==> config.mk <==
export PLATFORM = sky130hd
export DESIGN_NAME = store_buffer
export DESIGN_NICKNAME = d
export VERILOG_FILES = /design/src/rtl/sb_pkg.sv /design/src/rtl/sb_fifo.sv /design/src/rtl/store_buffer.sv
export SDC_FILE = /design/constraint.sdc
export NUM_CORES = 1
export LEC_CHECK = 0
export CAP_MARGIN = 20
export CELL_PAD_IN_SITES_DETAIL_PLACEMENT = 2
export CELL_PAD_IN_SITES_GLOBAL_PLACEMENT = 2
export CORE_ASPECT_RATIO = 1.25
export CORE_MARGIN = 1
export CORE_UTILIZATION = 30
export CTS_CLUSTER_DIAMETER = 30
export DETAILED_ROUTE_END_ITERATION = 10
export HOLD_SLACK_MARGIN = 0.05
export PLACE_DENSITY = 0.63
export SLEW_MARGIN = 5
export SYNTH_ARGS = -nofsm -noshare
export SYNTH_HDL_FRONTEND = slang
export SYNTH_SLANG_ARGS = --single-unit
==> constraint.sdc <==
create_clock -name clk -period 16.85 [get_ports clk]
set_input_delay 5.055 -clock clk [delete_from_list [all_inputs] [get_ports clk]]
set_output_delay 5.055 -clock clk [all_outputs]
set_load 0.03 [all_outputs]
==> src/rtl/sb_pkg.sv <==
// Shared types for the posted-write store buffer: FSM states and the buffered entry layout.
package sb_pkg;

    localparam int unsigned SB_WIDTH = 32;
    localparam int unsigned SB_DEPTH = 4;

    typedef enum logic [1:0] {
        IDLE     = 2'd0,
        DRAINING = 2'd1,
        FLUSHING = 2'd2
    } sb_state_t;

    typedef struct packed {
        logic [SB_WIDTH-1:0] adr;
        logic [SB_WIDTH-1:0] data;
    } sb_entry_t;

endpackage

==> src/rtl/sb_fifo.sv <==
// Circular store FIFO: entry storage, read/write pointers and occupancy count.
// All entries are exported so the parent can search them for load forwarding.
module sb_fifo
    import sb_pkg::*;
#(
    parameter int unsigned DEPTH = SB_DEPTH
) (
    input  logic                       clk,
    input  logic                       reset,
    input  logic                       push,
    input  logic                       pop,
    input  sb_entry_t                  push_entry,
    output sb_entry_t                  entries [DEPTH],
    output logic [$clog2(DEPTH)-1:0]   rd_ptr,
    output logic [$clog2(DEPTH):0]     count,
    output logic                       full_c,
    output logic                       empty_c
);

    localparam int unsigned PTR_W = $clog2(DEPTH);
    localparam int unsigned CNT_W = PTR_W + 1;

    logic [PTR_W-1:0] wr_ptr;
    logic             push_ok;
    logic             pop_ok;

    assign full_c  = (count == CNT_W'(DEPTH));
    assign empty_c = (count == '0);

    // A push into a full FIFO is only legal when the head leaves on the same edge.
    assign push_ok = push & (~full_c | pop);
    assign pop_ok  = pop & ~empty_c;

    always_ff @(posedge clk or negedge reset) begin
        if (!reset) begin
            entries <= '{default: '0};
            wr_ptr  <= '0;
            rd_ptr  <= '0;
            count   <= '0;
        end else begin
            if (push_ok) begin
                entries[wr_ptr] <= push_entry;
                wr_ptr          <= wr_ptr + PTR_W'(1);
            end
            if (pop_ok) begin
                rd_ptr <= rd_ptr + PTR_W'(1);
            end
            case ({push_ok, pop_ok})
                2'b10:   count <= count + CNT_W'(1);
                2'b01:   count <= count - CNT_W'(1);
                default: count <= count;
            endcase
        end
    end

endmodule

==> src/rtl/store_buffer.sv <==
// Posted-write buffer between the core data port and data memory, with
// youngest-first load forwarding and a flush mode that stalls the core until empty.
module store_buffer
    import sb_pkg::*;
#(
    parameter int unsigned WIDTH = SB_WIDTH,
    parameter int unsigned DEPTH = SB_DEPTH
) (
    input  logic             clk,
    input  logic             reset,
    input  logic             MemWrite,
    input  logic             MemRead,
    input  logic [WIDTH-1:0] DataAdr,
    input  logic [WIDTH-1:0] WriteData,
    output logic [WIDTH-1:0] ReadData,
    output logic             Stall,
    input  logic             Flush,
    output logic             Empty,
    output logic             mem_we,
    output logic [WIDTH-1:0] mem_adr,
    output logic [WIDTH-1:0] mem_wdata,
    input  logic             mem_ready,
    output logic [WIDTH-1:0] mem_radr,
    input  logic [WIDTH-1:0] mem_rdata
);

    localparam int unsigned PTR_W = $clog2(DEPTH);
    localparam int unsigned CNT_W = PTR_W + 1;

    sb_state_t        state;
    sb_entry_t        entries [DEPTH];
    sb_entry_t        head;
    sb_entry_t        push_entry;
    logic [PTR_W-1:0] rd_ptr;
    logic [CNT_W-1:0] count;
    logic [CNT_W-1:0] count_next;
    logic             full_c;
    logic             empty_c;
    logic             drain;
    logic             enq;
    logic             hit;
    logic [PTR_W-1:0] fwd_idx;
    logic [WIDTH-1:0] fwd_data;

    sb_fifo #(
        .DEPTH (DEPTH)
    ) u_fifo (
        .clk        (clk),
        .reset      (reset),
        .push       (enq),
        .pop        (drain),
        .push_entry (push_entry),
        .entries    (entries),
        .rd_ptr     (rd_ptr),
        .count      (count),
        .full_c     (full_c),
        .empty_c    (empty_c)
    );

    assign head       = entries[rd_ptr];
    assign push_entry = '{adr: SB_WIDTH'(DataAdr), data: SB_WIDTH'(WriteData)};

    assign mem_we    = ~empty_c;
    assign mem_adr   = WIDTH'(head.adr);
    assign mem_wdata = WIDTH'(head.data);
    assign mem_radr  = DataAdr;
    assign Empty     = empty_c;

    assign drain = mem_we & mem_ready;
    assign Stall = (MemWrite & full_c & ~drain) | (state == FLUSHING);
    assign enq   = MemWrite & ~Stall;

    always_comb begin
        count_next = count;
        if (enq && !drain) begin
            count_next = count + CNT_W'(1);
        end else if (drain && !enq) begin
            count_next = count - CNT_W'(1);
        end
    end

    // Walk oldest to youngest so the last match, i.e. the youngest store, wins.
    always_comb begin
        hit      = 1'b0;
        fwd_idx  = '0;
        fwd_data = '0;
        for (int unsigned k = 0; k < DEPTH; k++) begin
            fwd_idx = rd_ptr + PTR_W'(k);
            if ((CNT_W'(k) < count) && (entries[fwd_idx].adr == SB_WIDTH'(DataAdr))) begin
                hit      = 1'b1;
                fwd_data = WIDTH'(entries[fwd_idx].data);
            end
        end
    end

    assign ReadData = (MemRead && hit) ? fwd_data : mem_rdata;

    always_ff @(posedge clk or negedge reset) begin
        if (!reset) begin
            state <= IDLE;
        end else begin
            case (state)
                IDLE: begin
                    if (Flush && !empty_c) begin
                        state <= FLUSHING;
                    end else if (!empty_c) begin
                        state <= DRAINING;
                    end
                end
                DRAINING: begin
                    if (Flush && !empty_c) begin
                        state <= FLUSHING;
                    end else if (count_next == '0) begin
                        state <= IDLE;
                    end
                end
                FLUSHING: begin
                    if (count_next == '0) begin
                        state <= IDLE;
                    end
                end
                default: state <= IDLE;
            endcase
        end
    end

endmodule

==> summary.md <==
| Metric | Value |
|---|---|
| RSZ-0062 raised after global routing | `no` |
| Period utilization | `90.5%` |
| Maximum clock rate | `65.6 MHz` |
| Residual DRC count | `0` |
| Register-to-register setup slack | `13.58 ns` |
| Clock Sinks | `265` |
| HPWL Detailed | `54,200 microns` |
| Row count | `106` |
| Wire length of the first global-routing pass | `~120,000 microns` |
| Routed len/inst | `27.8 microns` |
| DR pass1 iterations | `5` |
| Clock-pin slew reported for the worst setup and hold paths after clock tree synthesis | `0.04 ns` |
| Synthesis-to-layout area growth | `25.8%` |
| DRT Wirelength | `between 70,000 and 80,000 microns` |
| Core Region | `67,200 sq um` |
| CTS tree | `built` |
| Slew headroom | `25.6%` |
| H-tree levels | `3` |
| Worst vdd rail ir drop | `145 uV` |
| Worst Setup Path Type | `in -> out` |
| N_diodes | `0` |
| Fillers | `6,851` |
| Final Setup Violations | `0` |
| Worst Setup EP | `ReadData[25]` |
| RePlAce Congestion | `~0.89` |
| Worst Path Required | `around 12 ns` |
| P_leak | `roughly 10 nW` |
| Cts repair resizes | `0` |
| Setup repair bufs after CTS | `0` |
| CP Data Arrival Time | `10.19 ns` |
| Slowest stage delay, CP | `0.71 ns` |
| DIE AREA | `69,300 sq um` |
| Grt total ovfl | `0` |
| Worst R2R Start | `u_fifo.count[0]` |
| Syn Area/Cell | `approximately 11 sq um` |
| Die W | `236 microns` |
| Critical path's slowest cell | `clkdlybuf4s50_1` |
| Max-Cap Viols | `0` |
| # IOs | `233` |
| Largest net degree at the start of global routing | `132` |
| Clock skew | `approximately 0.022 ns` |
| Hold/Removal Path Class | `reg -> reg` |
| CP endpoint kind | `output pin` |
| Final ANT Viol Nets | `0` |
| Worst setup SP type | `input pin` |
| Number of flops mapped to enable cells by yosys | `0` |
| Initial antenna violation count | `2` |
| Top FF cell, synth | `dfrtp_1` |
| Hold-fix buffers, CTS | `0` |
| Sequential share of the synthesized area | `32.4%` |
| Clk buf depth | `3` |
| Power Total | `6.42 mW` |
| Critical Path Source | `DataAdr[30]` |
| Die Y | `between 200 and 300 microns` |
| Power Density | `about 250 nW/um^2` |
| Synth Instances | `1,784` |
| Total CTS buffers | `73` |
| PortBufs | `232` |
| Nets | `2,023` |
| Crit-path max FO | `33` |
| Reg2reg end | `u_fifo.entries[30]` |
| Synth unique cells | `77` |
| Worst-case reg-to-reg path depth | `7` |
| Mapped Nets | `1,895` |
| Clk Latency, worst-skew pair | `0.60 ns` |
| Worst-path cell chain | `clkdlybuf4s50_1 > inv_1 > o21ai_0 > or4_1 > a2111oi_4 > a32oi_2 > buf_4 > nand3b_2 > buf_4 > o211ai_1 > o21ai_1 > clkdlybuf4s50_1` |
| DP Worst Slack | `1.61 ns` |
| Via count | `16,300` |
| First DRT Iteration DRCs | `a little under 700` |
| Final hold vios | `0` |
| Clk root buf | `clkbuf_16` |
| Final worst slack | `1.61 ns` |
| Final min period | `15.24 ns` |
| Final Cell Area | `25,800 sq um` |
| Slew Limit Fails | `0` |
| Status | `complete, no violations` |
| Setup TNS | `0 ns` |
| Vias per cell | `5.74` |
| Fraction of layout cells with a size suffix above 1 | `a little under a third` |
| Warnings from Yosys | `0` |
| DP Area | `23,100 sq um` |
| Ys async rst share | `between 90% and 100%` |
| Post-Syn Area | `~20,000 sq um` |
| Initial core utilization | `30.5%` |
| Total global-route track usage | `22.9%` |
| Yosys reg bits | `265` |
| Number of global-route vias before repair | `18,200` |
| Worst slew pin tran | `between 1 and 1.5 ns` |
-- metrics by stage --
stage                     utilization (%)  hold slack [ns]  cells
after floorplan                         -            0.431   1784
after global placement               34.4            0.444   2701
after detailed placement             34.4            0.457   2701
after CTS                            38.3            0.469   2835
after global routing                 38.3            0.498   2835
final                                38.3            0.473   2835
-- cell usage after synthesis (9+ instances only) --
cell      instances  area share (%)
a21bo_2          28             1.4
a21oi_1          21            0.51
a31oi_1          38             1.2
buf_1            18            0.33
buf_2            31            0.76
buf_4            44             1.6
buf_6            16            0.88
clkbuf_1        101             1.9
dfrtp_1         265              32
ha_1              9            0.55
inv_1            19            0.35
mux2_2          232              13
mux2i_1         138             6.7
mux4_2          150              16
nand2_1          87             1.6
nand4_1          74             2.3
nor2_1           38            0.70
nor2b_1          69             2.1
nor4_1           13            0.40
o211ai_1         39             1.4
o211ai_2         28             1.7
o21ai_0          63             1.5
o21ai_1          31            0.76
o22ai_1          12            0.37
xnor2_1          83             3.5
xor2_1           21            0.90
-- metal layers --
| metal | share of wire [%] | GRT usage (%) | vias up |
|---|---|---|---|
| met2 | 52 | 41.1 | 446 |
| met3 | 4.3 | 3.50 | 132 |
| met1 | 41 | 27.2 | 8604 |
| met4 | 3.4 | 9.61 | 2 |
| li1 | - | - | 7079 |
| met5 | 0.016 | 0 | - |
-- worst min-delay path by stage --
stage / start / end / slack (ns) / cells after the start
3_3_place_gp: state[1] / state[0] / 0.44 / 1
3_5_place_dp: state[1] / state[0] / 0.46 / 1
2_1_floorplan: state[1] / state[0] / 0.43 / 1
4_1_cts: state[1] / state[0] / 0.47 / 1
6_report: state[1] / state[0] / 0.47 / 1
5_1_grt: state[1] / state[0] / 0.50 / 1
-- cell usage in the layout (no fill, tap or decap), types with 32 or more instances in the layout --
cell	count
a31oi_1	38
buf_4	32
clkbuf_16	75
clkdlybuf4s50_1	230
dfrtp_1	263
mux2_2	232
mux2i_1	137
mux4_2	150
nand2_1	83
nand4_1	74
nor2_1	38
nor2b_1	69
o211ai_1	39
o21ai_0	63
xnor2_1	83
-- cell families (layout without fill, tap and decap cells) --
| kind of cell | after synthesis | after routing | synth area share [%] |
|---|---|---|---|
| AOI/OAI and AO/OA | 324 | 324 | 11.7 |
| xor gates and xnor gates | 104 | 104 | 4.45 |
| adders and majority gates | 9 | 9 | 0.550 |
| buffers and inverters | 234 | 421 | 6.00 |
| DFF | 265 | 265 | 32.4 |
| muxes | 527 | 527 | 36.4 |
| and+or+nand+nor | 321 | 321 | 8.50 |
-- flip-flops by register name (all words and copies together) (netlist names) --
register and flops:
state 2, u_fifo.rd_ptr 2, u_fifo.entries 256, u_fifo.count 3
u_fifo.wr_ptr 2
-- critical path: cells and delay by family --
kind / cells / cell delay [ns]
simple gates: 2 / 1.26
compound gates: 5 / 1.36
buf+inv: 5 / 2.44
-- where the power goes --
group	internal, mW	total [mW]	switching, mW
clock	1.07	1.51	0.436
sequential	0.963	1.34	0.373
combinational	1.66	3.57	1.92
total	3.69	6.42	2.73
-- area by class of cell --
cell class              count  area (sq um)  share of cell area, %
clock buffers              98          2070                   8.05
clock inverters            36           593                   2.30
inverters                  22          83.8                  0.325
multi-input cells        1285         12700                   49.3
flip-flops and latches    265          6640                   25.8
well taps                 864          1080                   4.20
repair buffers            265          2580                   10.0
(Power assumes the default switching activity.)
